## src/rtl/sensirion_frame_parser_if.sv

```systemverilog
// Byte-stream handshake between the I2C master (producer) and the frame parser (consumer).
interface sensirion_frame_parser_if;
  logic       byte_valid;
  logic [7:0] byte_data;
  logic       byte_ready;

  modport master (output byte_valid, output byte_data, input byte_ready);
  modport slave  (input byte_valid, input byte_data, output byte_ready);
endinterface

```

## src/rtl/sensirion_frame_parser.sv

```systemverilog
// Splits a Sensirion-style byte stream into {MSB, LSB, CRC} words and verifies each
// word with a bit-serial CRC-8, publishing words, per-word valid flags and error stats.
module sensirion_frame_parser #(
  parameter int unsigned NUM_WORDS = 2,
  parameter logic [7:0]  CRC_POLY  = 8'h31,
  parameter logic [7:0]  CRC_INIT  = 8'hFF,
  parameter bit          CRC_CHECK = 1'b1
) (
  input  logic                      clk,
  input  logic                      rst,
  input  logic                      frame_start,
  sensirion_frame_parser_if.slave   bus,
  output logic [4:0]                bytes_expected,
  output logic [16*NUM_WORDS-1:0]   words_out,
  output logic [NUM_WORDS-1:0]      word_valid,
  output logic                      word_strobe,
  output logic [2:0]                word_index,
  output logic                      crc_error,
  output logic [7:0]                error_count,
  output logic                      frame_done,
  output logic                      frame_ok
);

  typedef enum logic [2:0] {
    WAIT_MSB, SHIFT_MSB, WAIT_LSB, SHIFT_LSB, WAIT_CRC, DONE
  } state_t;

  localparam logic [2:0] LAST_IDX = 3'(NUM_WORDS - 1);

  state_t               state, state_nxt;
  logic [7:0]           crc, msb, lsb, crc_shift;
  logic [2:0]           bit_cnt;
  logic                 accept, crc_ok, last_word;
  logic [NUM_WORDS-1:0] cur_mask, valid_nxt;

  assign bytes_expected = 5'(3 * NUM_WORDS);
  assign accept    = bus.byte_valid & bus.byte_ready & ~frame_start;
  assign crc_shift = crc[7] ? ({crc[6:0], 1'b0} ^ CRC_POLY) : {crc[6:0], 1'b0};
  assign crc_ok    = !CRC_CHECK || (bus.byte_data == crc);
  assign last_word = (word_index == LAST_IDX);
  assign cur_mask  = NUM_WORDS'(1) << word_index;
  // Includes the word being judged now so frame_ok sees the final result.
  assign valid_nxt = word_valid | (crc_ok ? cur_mask : '0);

  always_ff @(posedge clk or posedge rst) begin
    if (rst) state <= WAIT_MSB;
    else     state <= state_nxt;
  end

  always_comb begin
    state_nxt = state;
    if (frame_start) begin
      state_nxt = WAIT_MSB;
    end else begin
      case (state)
        WAIT_MSB:  if (accept) state_nxt = SHIFT_MSB;
        SHIFT_MSB: if (bit_cnt == 3'd7) state_nxt = WAIT_LSB;
        WAIT_LSB:  if (accept) state_nxt = SHIFT_LSB;
        SHIFT_LSB: if (bit_cnt == 3'd7) state_nxt = WAIT_CRC;
        WAIT_CRC:  if (accept) state_nxt = last_word ? DONE : WAIT_MSB;
        default:   state_nxt = state;
      endcase
    end
  end

  always_comb begin
    bus.byte_ready = 1'b0;
    case (state)
      WAIT_MSB, WAIT_LSB, WAIT_CRC: bus.byte_ready = 1'b1;
      default:                      bus.byte_ready = 1'b0;
    endcase
  end

  always_ff @(posedge clk or posedge rst) begin
    if (rst) begin
      crc         <= '0;
      msb         <= '0;
      lsb         <= '0;
      bit_cnt     <= '0;
      words_out   <= '0;
      word_valid  <= '0;
      word_strobe <= 1'b0;
      word_index  <= '0;
      crc_error   <= 1'b0;
      error_count <= '0;
      frame_done  <= 1'b0;
      frame_ok    <= 1'b0;
    end else begin
      word_strobe <= 1'b0;
      crc_error   <= 1'b0;
      frame_done  <= 1'b0;
      if (frame_start) begin
        word_index <= '0;
        word_valid <= '0;
        frame_ok   <= 1'b0;
        bit_cnt    <= '0;
      end else begin
        case (state)
          WAIT_MSB: if (accept) begin
            crc     <= CRC_INIT ^ bus.byte_data;
            msb     <= bus.byte_data;
            bit_cnt <= '0;
          end
          SHIFT_MSB, SHIFT_LSB: begin
            crc     <= crc_shift;
            bit_cnt <= bit_cnt + 3'd1;
          end
          WAIT_LSB: if (accept) begin
            crc     <= crc ^ bus.byte_data;
            lsb     <= bus.byte_data;
            bit_cnt <= '0;
          end
          WAIT_CRC: if (accept) begin
            if (crc_ok) begin
              for (int unsigned i = 0; i < NUM_WORDS; i++)
                if (word_index == 3'(i)) words_out[16*i +: 16] <= {msb, lsb};
              word_valid  <= valid_nxt;
              word_strobe <= 1'b1;
            end else begin
              crc_error <= 1'b1;
              if (error_count != '1) error_count <= error_count + 8'd1;
            end
            if (last_word) begin
              frame_done <= 1'b1;
              frame_ok   <= &valid_nxt;
            end else begin
              word_index <= word_index + 3'd1;
            end
          end
          default: ;
        endcase
      end
    end
  end

endmodule

```

## src/flat_wrapper.sv

```systemverilog
// flat-port wrapper written by rule: the top's interface ports become plain ports
module sensirion_frame_parser_flat 
#(
  parameter int unsigned NUM_WORDS = 2,
  parameter logic [7:0]  CRC_POLY  = 8'h31,
  parameter logic [7:0]  CRC_INIT  = 8'hFF,
  parameter bit          CRC_CHECK = 1'b1
)
  (clk, rst, frame_start, bytes_expected, words_out, word_valid, word_strobe, word_index, crc_error, error_count, frame_done, frame_ok, bus_byte_valid, bus_byte_data, bus_byte_ready);
  sensirion_frame_parser_if bus_i ();
  input  logic clk;
  input  logic rst;
  input  logic frame_start;
  output logic [4:0] bytes_expected;
  output logic [16*NUM_WORDS-1:0] words_out;
  output logic [NUM_WORDS-1:0] word_valid;
  output logic word_strobe;
  output logic [2:0] word_index;
  output logic crc_error;
  output logic [7:0] error_count;
  output logic frame_done;
  output logic frame_ok;
  input wire logic [$bits(bus_i.byte_valid)-1:0] bus_byte_valid;
  input wire logic [$bits(bus_i.byte_data)-1:0] bus_byte_data;
  output wire logic [$bits(bus_i.byte_ready)-1:0] bus_byte_ready;
  assign bus_i.byte_valid = bus_byte_valid;
  assign bus_i.byte_data = bus_byte_data;
  assign bus_byte_ready = bus_i.byte_ready;
  sensirion_frame_parser #(.NUM_WORDS(NUM_WORDS), .CRC_POLY(CRC_POLY), .CRC_INIT(CRC_INIT), .CRC_CHECK(CRC_CHECK)) u_core (.clk(clk), .rst(rst), .frame_start(frame_start), .bus(bus_i), .bytes_expected(bytes_expected), .words_out(words_out), .word_valid(word_valid), .word_strobe(word_strobe), .word_index(word_index), .crc_error(crc_error), .error_count(error_count), .frame_done(frame_done), .frame_ok(frame_ok));
endmodule
```

## config.mk

```make
export PLATFORM = sky130hd
export DESIGN_NAME = sensirion_frame_parser_flat
export DESIGN_NICKNAME = d
export VERILOG_FILES = /design/src/rtl/sensirion_frame_parser_if.sv /design/src/rtl/sensirion_frame_parser.sv /design/src/flat_wrapper.sv
export SDC_FILE = /design/constraint.sdc
export NUM_CORES = 1
export LEC_CHECK = 0
export CAP_MARGIN = 0
export CORE_MARGIN = 8
export CORE_UTILIZATION = 50
export DETAILED_ROUTE_END_ITERATION = 7
export PLACE_DENSITY_LB_ADDON = 0.1
export SKIP_LAST_GASP = 1
export SLEW_MARGIN = 5
export SYNTH_ARGS = -nofsm -noshare
export SYNTH_HDL_FRONTEND = slang
export SYNTH_SLANG_ARGS = --single-unit
```

## constraint.sdc

```tcl
create_clock -name clk -period 3.7 [get_ports clk]
set_clock_uncertainty 0.05 [all_clocks]
set_input_delay 0.37 -clock clk [delete_from_list [all_inputs] [get_ports clk]]
set_output_delay 0.37 -clock clk [all_outputs]
set_load 0.1 [all_outputs]
```

Word level (Yosys, flattened, before mapping)
Cells that the tools add are included.
{"block": "word_totals", "ff_bits": 79, "inputBits": 12, "word_cells": 108, "output_inout_bits": 55}
{"block": "op_classes", "n_bitwise": 8, "reduce_logical": 24, "eq_ne": 17, "shift": 1, "n_mux": 41, "addsub": 3}
{"operator": "2-to-1 mux 3 bit", "count": 13}
{"operator": "one-hot mux 8 bit (3 select lines)", "count": 1}
{"operator": "2-to-1 mux 1 bit", "count": 17}
{"operator": "2-to-1 mux 8 bit", "count": 2}
{"operator": "!= test 3 x 2 -> 1 bit (second input constant)", "count": 5}
{"operator": "one-hot mux 3 bit (5 select lines)", "count": 1}
{"operator": "AND reduction 3 bit", "count": 5}
{"operator": "AND reduction 5 bit", "count": 3}
{"operator": "2-to-1 mux 2 bit", "count": 5}
{"operator": "adder 8 x 1 -> 8 bit (second input constant)", "count": 1}
{"operator": "equality test 8 bit", "count": 1}
{"operator": "!= test 8 bit (second input constant)", "count": 1}
{"operator": "inverter 8 bit", "count": 1}
{"operator": "nonzero test 2 bit", "count": 4}
{"operator": "bitwise XOR 8 bit", "count": 1}
{"operator": "adder 3 x 1 -> 3 bit (second input constant)", "count": 2}
{"operator": "equality test 3 x 1 -> 1 bit (second input constant)", "count": 2}
{"operator": "equality test 3 x 2 -> 1 bit (second input constant)", "count": 2}
{"operator": "equality test 3 bit (second input constant)", "count": 2}
{"operator": "zero test 3 bit", "count": 2}
{"operator": "2-to-1 mux 6 bit", "count": 1}
{"operator": "one-hot mux 3 bit (2 select lines)", "count": 1}
{"operator": "AND reduction 6 bit", "count": 1}
{"operator": "nonzero test 3 bit", "count": 2}
{"operator": "other kinds (13)", "count": 18}

Depth between registers and ports, before layout
{"block": "logic_depth", "depth_word": 8, "ltp_mapped": 9, "depth_no_buf": 7}

Worst setup path after synthesis
Ideal clock, no wire load.
{"block": "synth_timing", "path_type": "register -> output", "start": "register u_core.state[0]", "end": "output bus_byte_ready", "arrival_ns": 2.307, "stages_incl_launch_ff": 4, "path_slack_ns": 0.973, "required_time_ns": 3.280, "n_path_buf": 2, "cell_sequence": "dfrtp_1 > clkbuf_1 > buf_1 > a21oi_1"}
{"block": "synth_via", "elab_chain_len": 3, "word_cells_on_any_way": 5, "classes_between": "eq/ne (2); mux (1); reduce/logical (2)"}
{"item": "start: declaration", "line": "sensirion_frame_parser.sv:30", "rtl": "state_t state, state_nxt;"}
{"item": "start signal: assignment", "line": "sensirion_frame_parser.sv:47", "rtl": "else state <= state_nxt;"}
{"item": "equality test 3 x 2 -> 1 bit (tied with other cells)", "line": "sensirion_frame_parser.sv:68", "rtl": "case (state)"}
{"item": "OR reduction 3 bit (*)", "line": "sensirion_frame_parser.sv:68"}
{"item": "2-to-1 mux 1 bit (*)", "line": "sensirion_frame_parser.sv:68"}
{"item": "end: declaration", "line": "flat_wrapper.sv:25", "rtl": "output wire logic [$bits(bus_i.byte_ready)-1:0] bus_byte_ready;"}
Mark *: on every way between the ends. The rest lies on a longest branch, timed or not.

Worst setup path in the final report
{"block": "layout_timing", "start": "register u_core.state[0]", "end": "register u_core.lsb[3]"}
{"block": "layout_via", "elab_chain_len": 6, "word_cells_on_any_way": 8, "classes_between": "eq/ne (2); mux (1); bitwise (2); reduce/logical (3)"}
{"item": "equality test 3 x 2 -> 1 bit (tied with other cells)", "line": "sensirion_frame_parser.sv:68, sensirion_frame_parser.sv:98"}
{"item": "OR reduction 3 bit", "line": "sensirion_frame_parser.sv:68"}
{"item": "2-to-1 mux 1 bit", "line": "sensirion_frame_parser.sv:68"}
{"item": "AND 1 bit (2 in series)", "line": "sensirion_frame_parser.sv:37", "rtl": "assign accept = bus.byte_valid & bus.byte_ready & ~frame_start;"}
{"item": "AND reduction 3 bit (no line) (*)"}
{"item": "end signal: assignment", "line": "sensirion_frame_parser.sv:110", "rtl": "lsb <= bus.byte_data;"}
{"item": "end: declaration", "line": "sensirion_frame_parser.sv:31", "rtl": "logic [7:0] crc, msb, lsb, crc_shift;"}
Marked as above.
A chain may end at the register's enable or synchronous reset.

==> run_summary.xml <==
<?xml version="1.0" encoding="UTF-8"?>
<metrics>
  <group name="detailed_routing">
    <metric name="detail_route.drc_violations" unit="">0</metric>
    <metric name="initialDrtViolationCount" unit="">114</metric>
    <metric name="num_vias" unit="">2539</metric>
    <metric name="wl" unit="um">7480</metric>
    <metric name="antenna_left" unit="">0</metric>
    <metric name="drtPass1Iterations" unit="">5</metric>
    <metric name="post_drt_via_cell_ratio" unit="">5.45</metric>
    <metric name="wl_per_cell" unit="um">16.1</metric>
  </group>
  <group name="pwr">
    <metric name="peakVddDrop" unit="mV">0.238</metric>
    <metric name="p_sw_frac" unit="">0.261</metric>
    <metric name="p_seq_frac" unit="">0.544</metric>
    <metric name="pwr_cell_area" unit="nW/um^2">386</metric>
    <metric name="power.net_switching" unit="uW">457</metric>
    <metric name="total_power" unit="uW">1750</metric>
    <metric name="power.share.clock" unit="">0.348</metric>
    <metric name="power.internal" unit="uW">1300</metric>
    <metric name="power.leakage" unit="uW">0.00208</metric>
    <metric name="comb_power_share" unit="">0.108</metric>
  </group>
  <group name="clock_network">
    <metric name="cts.htree.levels" unit="">3</metric>
    <metric name="clock_sink_count" unit="">79</metric>
    <metric name="cts_setup_buffers" unit="">0</metric>
    <metric name="clk_pin_slew" unit="ns">0.08</metric>
    <metric name="clock_path_buffers" unit="">2</metric>
    <metric name="ctsRootBufferMaster" unit="">clkbuf_8</metric>
    <metric name="cts_buffers" unit="">9</metric>
    <metric name="post_cts_hold_fix_bufs" unit="">0</metric>
    <metric name="cts_tree" unit="">done</metric>
    <metric name="clock_latency" unit="ns">0.34</metric>
    <metric name="cts_resized" unit="">0</metric>
  </group>
  <group name="logic_synthesis">
    <metric name="synth_top_cell_area_share" unit="">0.533</metric>
    <metric name="synthTopCellsByArea" unit="">dfrtp_1 (53%), mux2_2 (12%), mux2_4 (4.0%)</metric>
    <metric name="dominantRegCellSynth" unit="">dfrtp_1</metric>
    <metric name="yosysWarningCount" unit="">0</metric>
    <metric name="synth_edf_count" unit="">0</metric>
    <metric name="synth_area_per_cell" unit="um^2">12.3</metric>
    <metric name="post-synth-top-area-cell" unit="">dfrtp_1</metric>
    <metric name="synthesis.area" unit="um^2">3710</metric>
    <metric name="syn_inst" unit="">301</metric>
    <metric name="synth-seq-area-share" unit="">0.533</metric>
    <metric name="ys_types" unit="">47</metric>
    <metric name="postSynthRegisterBits" unit="">79</metric>
    <metric name="async_reset_ff_frac" unit="">1.00</metric>
  </group>
  <group name="floorplanning">
    <metric name="placementRows" unit="">31</metric>
    <metric name="die-width" unit="um">102</metric>
    <metric name="die_area" unit="um^2">10400</metric>
    <metric name="start_util" unit="">0.514</metric>
    <metric name="fp.coreArea" unit="um^2">7210</metric>
    <metric name="floorplan.die.height" unit="um">102</metric>
    <metric name="io_pins" unit="">67</metric>
  </group>
  <group name="global_routing">
    <metric name="grt_antenna_before_repair" unit="">0</metric>
    <metric name="number_of_global_route_vias_before_repair" unit="">2581</metric>
    <metric name="grt.total_usage" unit="">0.155</metric>
    <metric name="maximum_number_of_pins_on_one_net_before_global_route_repair" unit="">45</metric>
    <metric name="global_route_congestion_overflow_total" unit="">0</metric>
    <metric name="grt_first_pass_wirelength" unit="um">12700</metric>
  </group>
  <group name="worst_setup_path">
    <metric name="cp-startpoint" unit="">u_core.state[0]</metric>
    <metric name="crit_path_cell_trace" unit="">nor2b_1 -&gt; nand2b_1 -&gt; or3_1 -&gt; mux2_2</metric>
    <metric name="nature_of_the_critical_path_endpoint" unit="">register</metric>
    <metric name="setup.worst_path.start_class" unit="">register</metric>
    <metric name="slowest_delay" unit="ns">0.69</metric>
    <metric name="critPathMaxFanout" unit="">25</metric>
    <metric name="critical_path_required" unit="ns">3.88</metric>
    <metric name="critical-path-slowest-cell" unit="">nor2b_1</metric>
    <metric name="critical_path.n_buffers_inverters" unit="">0</metric>
    <metric name="worst_ep_arrival_time" unit="ns">2.79</metric>
    <metric name="critPathKind" unit="">register to register</metric>
    <metric name="r2r_start" unit="">u_core.state[0]</metric>
    <metric name="cp_top_family" unit="">simple AND/OR/NAND/NOR gates</metric>
  </group>
  <group name="timing">
    <metric name="setup-violations-final" unit="">0</metric>
    <metric name="grt_setup_unrepaired" unit="">false</metric>
    <metric name="finalSetupTns" unit="ns">0</metric>
    <metric name="slew_viol_final" unit="">0</metric>
    <metric name="timing.final.crit_period" unit="ns">2.61</metric>
    <metric name="slew_headroom" unit="">0.346</metric>
    <metric name="worst-slew-pin-transition" unit="ns">0.977</metric>
    <metric name="max_freq" unit="GHz">0.383</metric>
    <metric name="report.final.hold_viol_count" unit="">0</metric>
    <metric name="finalCritPeriodShare" unit="">0.706</metric>
  </group>
  <group name="hold_path">
    <metric name="holdCritPathClass" unit="">primary input to async pin</metric>
  </group>
  <group name="outcome">
    <metric name="status" unit="">finished clean</metric>
  </group>
  <group name="layout">
    <metric name="drive_gt1_frac" unit="">0.207</metric>
    <metric name="design.final.nets" unit="">380</metric>
    <metric name="antenna_cells_inserted" unit="">0</metric>
    <metric name="areaGrowthSynthToFinish" unit="%">22.5</metric>
  </group>
  <group name="run">
    <metric name="cap_violations" unit="">0</metric>
  </group>
  <group name="placement">
    <metric name="numPortBuffers" unit="">61</metric>
    <metric name="finalWeightedCongestion" unit="">0.785</metric>
    <metric name="dp.final_hpwl" unit="um">5410</metric>
  </group>
</metrics>
## synth_stat cells (2+ instances only)
| master | n |
|---|---|
| conb_1 | 2 |
| xnor2_1 | 14 |
| nand2_1 | 11 |
| inv_1 | 13 |
| mux2i_1 | 2 |
| buf_4 | 5 |
| ha_1 | 6 |
| nor2b_1 | 3 |
| mux2_2 | 40 |
| buf_6 | 4 |
| nand2b_1 | 4 |
| and3_1 | 2 |
| o21a_1 | 6 |
| a22o_1 | 2 |
| o22ai_1 | 2 |
| a32oi_1 | 8 |
| mux2_4 | 10 |
| nand3_1 | 5 |
| o21ai_0 | 5 |
| or2_1 | 2 |
| nand4_1 | 5 |
| a21oi_1 | 11 |
| clkbuf_1 | 7 |
| nor2_1 | 20 |
| a32o_1 | 2 |
| buf_1 | 2 |
| o221ai_1 | 6 |
| a22oi_1 | 2 |
| dfrtp_1 | 79 |
| xor2_1 | 4 |
## kinds of logic (layout without fill, tap and decap cells)
logic type,count (synthesis),in the layout,share of synthesized area
AOI/OAI and AO/OA,51,51,0.0998
buffers and inverters,33,96,0.0512
muxes,52,52,0.167
adders and majority gates,6,6,0.0202
xor gates and xnor gates,18,18,0.0425
and+or+nand+nor,60,60,0.0843
other,2,5,0.00202
DFF,79,79,0.533
## area by class of cell
type | instances | area (um^2)
Tap cell | 99 | 124
Multi-Input combinational cell | 192 | 1560
Sequential cell | 79 | 1980
Fill cell | 603 | 2670
Clock inverter | 5 | 56.3
Clock buffer | 11 | 131
Inverter | 13 | 50.0
Timing Repair Buffer | 67 | 653
## registers in the layout, indices dropped and copies added, names as in the netlist, 2 cells and up
signal              count
u_core.error_count      8
u_core.state            3
u_core.word_valid       2
u_core.word_index       3
u_core.crc              8
u_core.lsb              8
u_core.bit_cnt          3
u_core.msb              8
u_core.words_out       32
## per-stage QoR
| stage | instance area [um^2] | hold slack (ns) | worst slack (ns) | utilization | cells |
|---|---|---|---|---|---|
| floorplan | 3720 | 0.442 | 0.973 | - | 304 |
| global placement | 4360 | 0.434 | 0.897 | 0.604 | 450 |
| detailed placement | 4360 | 0.445 | 0.818 | 0.604 | 450 |
| CTS | 4550 | 0.184 | 1.10 | 0.630 | 466 |
| global route | 4550 | 0.196 | 0.877 | 0.630 | 466 |
| finish | 4550 | 0.186 | 1.09 | 0.630 | 466 |
## cells in the final DEF (no fill, tap or decap), drive strengths merged, types with 7 or more instances in the layout
| master | n |
|---|---|
| inv | 13 |
| xnor2 | 14 |
| nor2 | 20 |
| buf | 7 |
| clkdlybuf4s50 | 60 |
| clkbuf | 11 |
| dfrtp | 79 |
| a21oi | 11 |
| a32oi | 8 |
| nand2 | 11 |
| mux2 | 50 |
## path summary, 6_finish.rpt
| kind | slack, ns | cells past startpoint | endpoint |
|---|---|---|---|
| max | 1.09 | 4 | u_core.lsb[3] |
| min | 0.19 | 2 | u_core.words_out[30] |
| max reg2reg | 1.09 | 4 | u_core.lsb[3] |
| min reg2reg | 0.46 | 1 | u_core.words_out[30] |
| max in group asynchronous | 2.66 | 3 | u_core.error_count[2] |
| min in group clk | 0.46 | 1 | u_core.words_out[30] |
## routing by layer
layer | global-route usage | up-vias | wire length (um)
met5 | 0 | - | 0
met4 | 0.0542 | 0 | 91
met3 | 0.0429 | 8 | 457
met2 | 0.249 | 60 | 3640
met1 | 0.196 | 1289 | 3300
li1 | - | 1182 | -
## worst register-to-register path, stage by stage, from the launching register on
cell,delay [ns]
dfrtp_1,0.67
nor2b_1,0.70
nand2b_1,0.19
or3_1,0.55
mux2_2,0.34
## power groups by stage
stage	Sequential, uW	Clock [uW]	Combinational (uW)
after global routing	963	670	211
after global placement	969	0	186
final	954	611	190
after floorplan	957	0	152
after CTS	954	630	191
after detailed placement	971	0	191
No activity file was read; power rests on OpenSTA's default activity.
==> edit 1: new RTL, same settings <==
`NUM_WORDS` is set to 2 in 2 places; all go to 1.
--- a/src/rtl/sensirion_frame_parser.sv
+++ b/src/rtl/sensirion_frame_parser.sv
@@ -2,5 +2,5 @@
 // word with a bit-serial CRC-8, publishing words, per-word valid flags and error stats.
 module sensirion_frame_parser #(
-  parameter int unsigned NUM_WORDS = 2,
+  parameter int unsigned NUM_WORDS = 1,
   parameter logic [7:0]  CRC_POLY  = 8'h31,
   parameter logic [7:0]  CRC_INIT  = 8'hFF,
--- a/src/flat_wrapper.sv
+++ b/src/flat_wrapper.sv
@@ -2,5 +2,5 @@
 module sensirion_frame_parser_flat 
 #(
-  parameter int unsigned NUM_WORDS = 2,
+  parameter int unsigned NUM_WORDS = 1,
   parameter logic [7:0]  CRC_POLY  = 8'h31,
   parameter logic [7:0]  CRC_INIT  = 8'hFF,
Interface: changed (resized word_valid and words_out); port bits go from 67 to 50. The function was not compared with the original's and may differ.
==> edit 1 against the original RTL <==
- area after synthesis fell by 18%
- total power down 7.9%
- sequential cell count down 17
- synthesized cell count fell by 13%
- via count fell by 18%
- wire length is 17% lower
- non-clock buffer count shrank 21
- final area down 18%
- count of clock-buffer cells in the layout unchanged
- utilization increased by 0.16 points
- setup slack lost 0.17 ns
- critical endpoint is now bus_byte_ready
- largest cell class unchanged
- highest routed layer unchanged
==> edit 1: results <==
metrics = {
    "place": {
        "place_congestion": 0.7974,
        "io_buffers": 44,
        "dp_hpwl_um": 4255,
        "dp_cells": 369,
    },
    "grt": {
        "met3_usage_pct": 3.597,
        "grt_pass1_wl_um": 10750,
        "grt_use_met1_pct": 20.03,
        "grt_use_total_pct": 15.55,
        "met2_usage_pct": 23.51,
        "antenna_found_initial": 0,
        "grt_max_degree": 33,
        "grt_pass1_vias": 2119,
    },
    "layout": {
        "fillers": 483,
        "nNetsFinal": 322,
        "drive_gt1_share_pct": 18.45,
        "largest_reg_flops": 16,
        "final_cells": 384,
    },
    "pwr": {
        "p_leak_nw": 1.668,
        "seq-power_w": 0.000756,
        "clkPwrFrac_pct": 41.4,
        "vdd_drop_max_uv": 278.4,
        "intPower_w": 0.001201,
    },
    "route": {
        "wl_met3_um": 349,
        "viasPerCell": 5.451,
        "met2_length_um": 2868,
        "met1Wirelength_um": 2884,
        "drt-initial-drc-count": 87,
        "wl_um": 6220,
    },
    "synthesis": {
        "synth_cells": 261,
        "synth_commonest_cells": "dfrtp_1 (62), mux2_2 (23), nor2_1 (22)",
        "yosys_warnings": 0,
        "async_flop_share_pct": 100.0,
        "synth_cell_types": 43,
        "yosys-top-cells-area": "dfrtp_1 (51%), mux2_2 (8.6%), mux2_4 (5.0%), xor2_1 (2.9%), nor2_1 (2.7%)",
        "synth-seq-area-share_pct": 51.26,
    },
    "timing": {
        "worst_slew_pin_slew_ns": 0.9751,
        "hold_viol_final": 0,
    },
    "run_status": {
        "status": "finished, final reports clean",
    },
    "worst_setup_path": {
        "ff2ff_path_depth": 5,
        "crit_fanout": 24,
        "worstPathArrival_ns": 2.37,
    },
    "clock_tree": {
        "cts_setup_buffers": 0,
        "cts_buffers": 9,
    },
    "min_path": {
        "hold_class": "in2async",
    },
}
## edit 1: cell count changes after synthesis, moves of 5 or more
cell	delta
mux2_2	-17
dfrtp_1	-17
xor2_1	+6
xnor2_1	-6
a21oi_1	+5
## edit 1: layout make-up
type	count	area share (%)
repair buffers	46	12.25
well taps	75	2.524
inverters	13	1.312
multi-input cells	173	36.24
clock buffers	11	4.071
flip-flops and latches	62	41.72
clock inverters	4	1.884
## edit 1: logic make-up after synthesis
logic type	Yosys count	share of synthesized area [%]
DFF	62	51.26
and+or+nand+nor	61	11.58
AOI/OAI and AO/OA	49	10.87
muxes	35	14.18
buffers and inverters	29	4.589
xor gates and xnor gates	18	5.209
adders and majority gates	5	2.067
other	2	0.2481
## edit 1: worst paths after layout
kind	from	end	slack [ns]
worst max-delay path	u_core.state[2]$_DFFE_PP0P_	bus_byte_ready	0.91
worst min-delay path	rst	u_core.words_out[12]$_DFFE_PP0P_	0.40
worst max register to register	u_core.state[0]$_DFFE_PP0P_	u_core.msb[2]$_DFFE_PP0P_	1.33
worst min register to register	u_core.lsb[5]$_DFFE_PP0P_	u_core.words_out[5]$_DFFE_PP0P_	0.45
max in group asynchronous	rst	u_core.msb[1]$_DFFE_PP0P_	2.33
min in group clk	u_core.lsb[5]$_DFFE_PP0P_	u_core.words_out[5]$_DFFE_PP0P_	0.45
## edit 1: critical path, cell delays in order (launching register included)
cell	delay [ns]
dfrtp_1	0.64
a21oi_1	0.24
clkdlybuf4s50_1	1.16
## edit 1: per-stage QoR
step / total power [W] / worst slack, ns / area (um^2)
final: 0.001616 / 0.9125 / 3719
after global routing: 0.001682 / 0.8225 / 3719
after CTS: 0.001631 / 0.8902 / 3719
after detailed placement: 0.0009607 / 1.160 / 3497
after global placement: 0.0009566 / 1.161 / 3497
after floorplan: 0.0009123 / 1.009 / 3038
==> edit 2: new RTL, config.mk and constraints unchanged <==
Without the edit above. The 6 states of `state_t` get a one-hot encoding in 6 bits.
--- a/src/rtl/sensirion_frame_parser.sv
+++ b/src/rtl/sensirion_frame_parser.sv
@@ -22,6 +22,6 @@
 );
 
-  typedef enum logic [2:0] {
-    WAIT_MSB, SHIFT_MSB, WAIT_LSB, SHIFT_LSB, WAIT_CRC, DONE
+  typedef enum logic [5:0] {
+    WAIT_MSB = 6'b000001, SHIFT_MSB = 6'b000010, WAIT_LSB = 6'b000100, SHIFT_LSB = 6'b001000, WAIT_CRC = 6'b010000, DONE = 6'b100000
   } state_t;
 
Check against the original RTL: no difference found for any inputs over 10 cycles, from zero or initial values and one cycle with rst high; not proved beyond that.
==> edit 2 against the original RTL <==
- area after synthesis is 4.1% higher
- hold slack improved by 0.20 ns
- final area up 4.3%
- critical endpoint is now u_core.lsb[2]$_DFFE_PP0P_
- sequential cell count rose by 3
- die area increased by 3.4%
- wire length is 5.7% higher
- setup slack worse by 0.018 ns
Power is not compared: it rests on default switching activity, and its combinational part moved more than twofold at a synthesized area within 25%.
==> edit 2: results <==
metrics = {
    "run_status": {
        "status": "finished, final reports clean",
    },
    "layout": {
        "final_cells": 484,
        "nNetsFinal": 395,
        "n_antenna_cell": 0,
        "drive_gt1_share_pct": 21.47,
    },
    "synthesis": {
        "syn-mean-instance-area_um2": 12.26,
        "synth_xor_area_share_pct": 4.762,
        "synth_commonest_cells": "dfrtp_1 (81), mux2_2 (51), nand2_1 (16)",
        "async_flop_share_pct": 100.0,
        "synth-seq-area-share_pct": 53.16,
        "synth_compound_area_share_pct": 8.779,
        "yosys-top-cells-area": "dfrtp_1 (52%), mux2_2 (15%), xor2_1 (2.7%), xnor2_1 (2.0%), ha_1 (1.9%)",
        "synth_flop_cell": "dfrtp_1",
        "yosys.area_share.adder_pct": 1.944,
        "synth_cell_types": 48,
        "muxShareOfSynthArea_pct": 15.39,
        "yosys_warnings": 0,
    },
    "worst_setup_path": {
        "timing.rr.start": "u_core.state[3]$_DFFE_PP0P_",
        "crit_slowest_cell": "and3_1",
        "worstPathArrival_ns": 2.81,
        "reg2reg_slack_ns": 1.07,
        "slowest_delay_ns": 0.64,
        "critPathTopFamily": "simple AND/OR/NAND/NOR gates",
        "crit_start": "u_core.state[3]$_DFFE_PP0P_",
        "crit_fanout": 18,
        "cp-endpoint": "u_core.lsb[2]$_DFFE_PP0P_",
        "ff2ff_path_depth": 4,
    },
    "timing": {
        "worst_hold_slack_ns": 0.3888,
        "fin_crit_ns": 2.631,
        "worst_slew_pin_slew_ns": 0.9813,
    },
    "pwr": {
        "p_leak_nw": 2.143,
        "vdd_drop_max_uv": 289.6,
    },
    "route": {
        "dr_total_vias": 2621,
        "met1Wirelength_um": 3697,
        "drt_pass1_iterations": 4,
        "drt-initial-drc-count": 127,
        "wl_um": 7910,
        "met2_length_um": 3687,
        "wl_met3_um": 407,
    },
    "clock_tree": {
        "ctsLongestPathBuffers": 2,
        "clock_latency_ns": 0.35,
        "path_clk_slew_ns": 0.09,
        "cts_setup_buffers": 0,
        "ctsResizeCount": 0,
        "cts_buffers": 9,
    },
    "grt": {
        "grt_max_degree": 43,
        "antenna_found_initial": 0,
        "grt_pass1_vias": 2703,
        "grt_use_total_pct": 15.33,
        "grt_pass1_wl_um": 13600,
    },
    "place": {
        "dp_hpwl_um": 5499,
        "dp_cells": 468,
        "pre_cts_slack_ns": 0.7911,
        "place_area_um2": 4528,
        "io_buffers": 61,
        "place_congestion": 0.7986,
    },
    "min_path": {
        "hold_class": "in2async",
    },
}
[edit 2: power groups by stage]
stage	sequential (W)	combinational (W)	clock, W
3_5_place_dp	0.00120	0.000607	0
5_1_grt	0.00121	0.000665	0.000736
2_1_floorplan	0.00115	0.000524	0
4_1_cts	0.00119	0.000610	0.000695
6_report	0.00119	0.000604	0.000679
3_3_place_gp	0.00120	0.000589	0
[edit 2: final cells by class]
class                           instances  area (um^2)
Timing Repair Buffer                   66        645.6
Tap cell                              102        127.6
Multi-Input combinational cell        205         1652
Inverter                               13        50.05
Clock buffer                           11        151.4
Clock inverter                          5        61.31
Sequential cell                        82         2053
Fill cell                             622         2867
[edit 2: per-layer routing]
metal | global-route usage (%) | vias to the layer above
li1 | - | 1245
met1 | 19.63 | 1307
met2 | 23.65 | 57
met3 | 4.275 | 12
met4 | 6.929 | 0
met5 | 0 | -
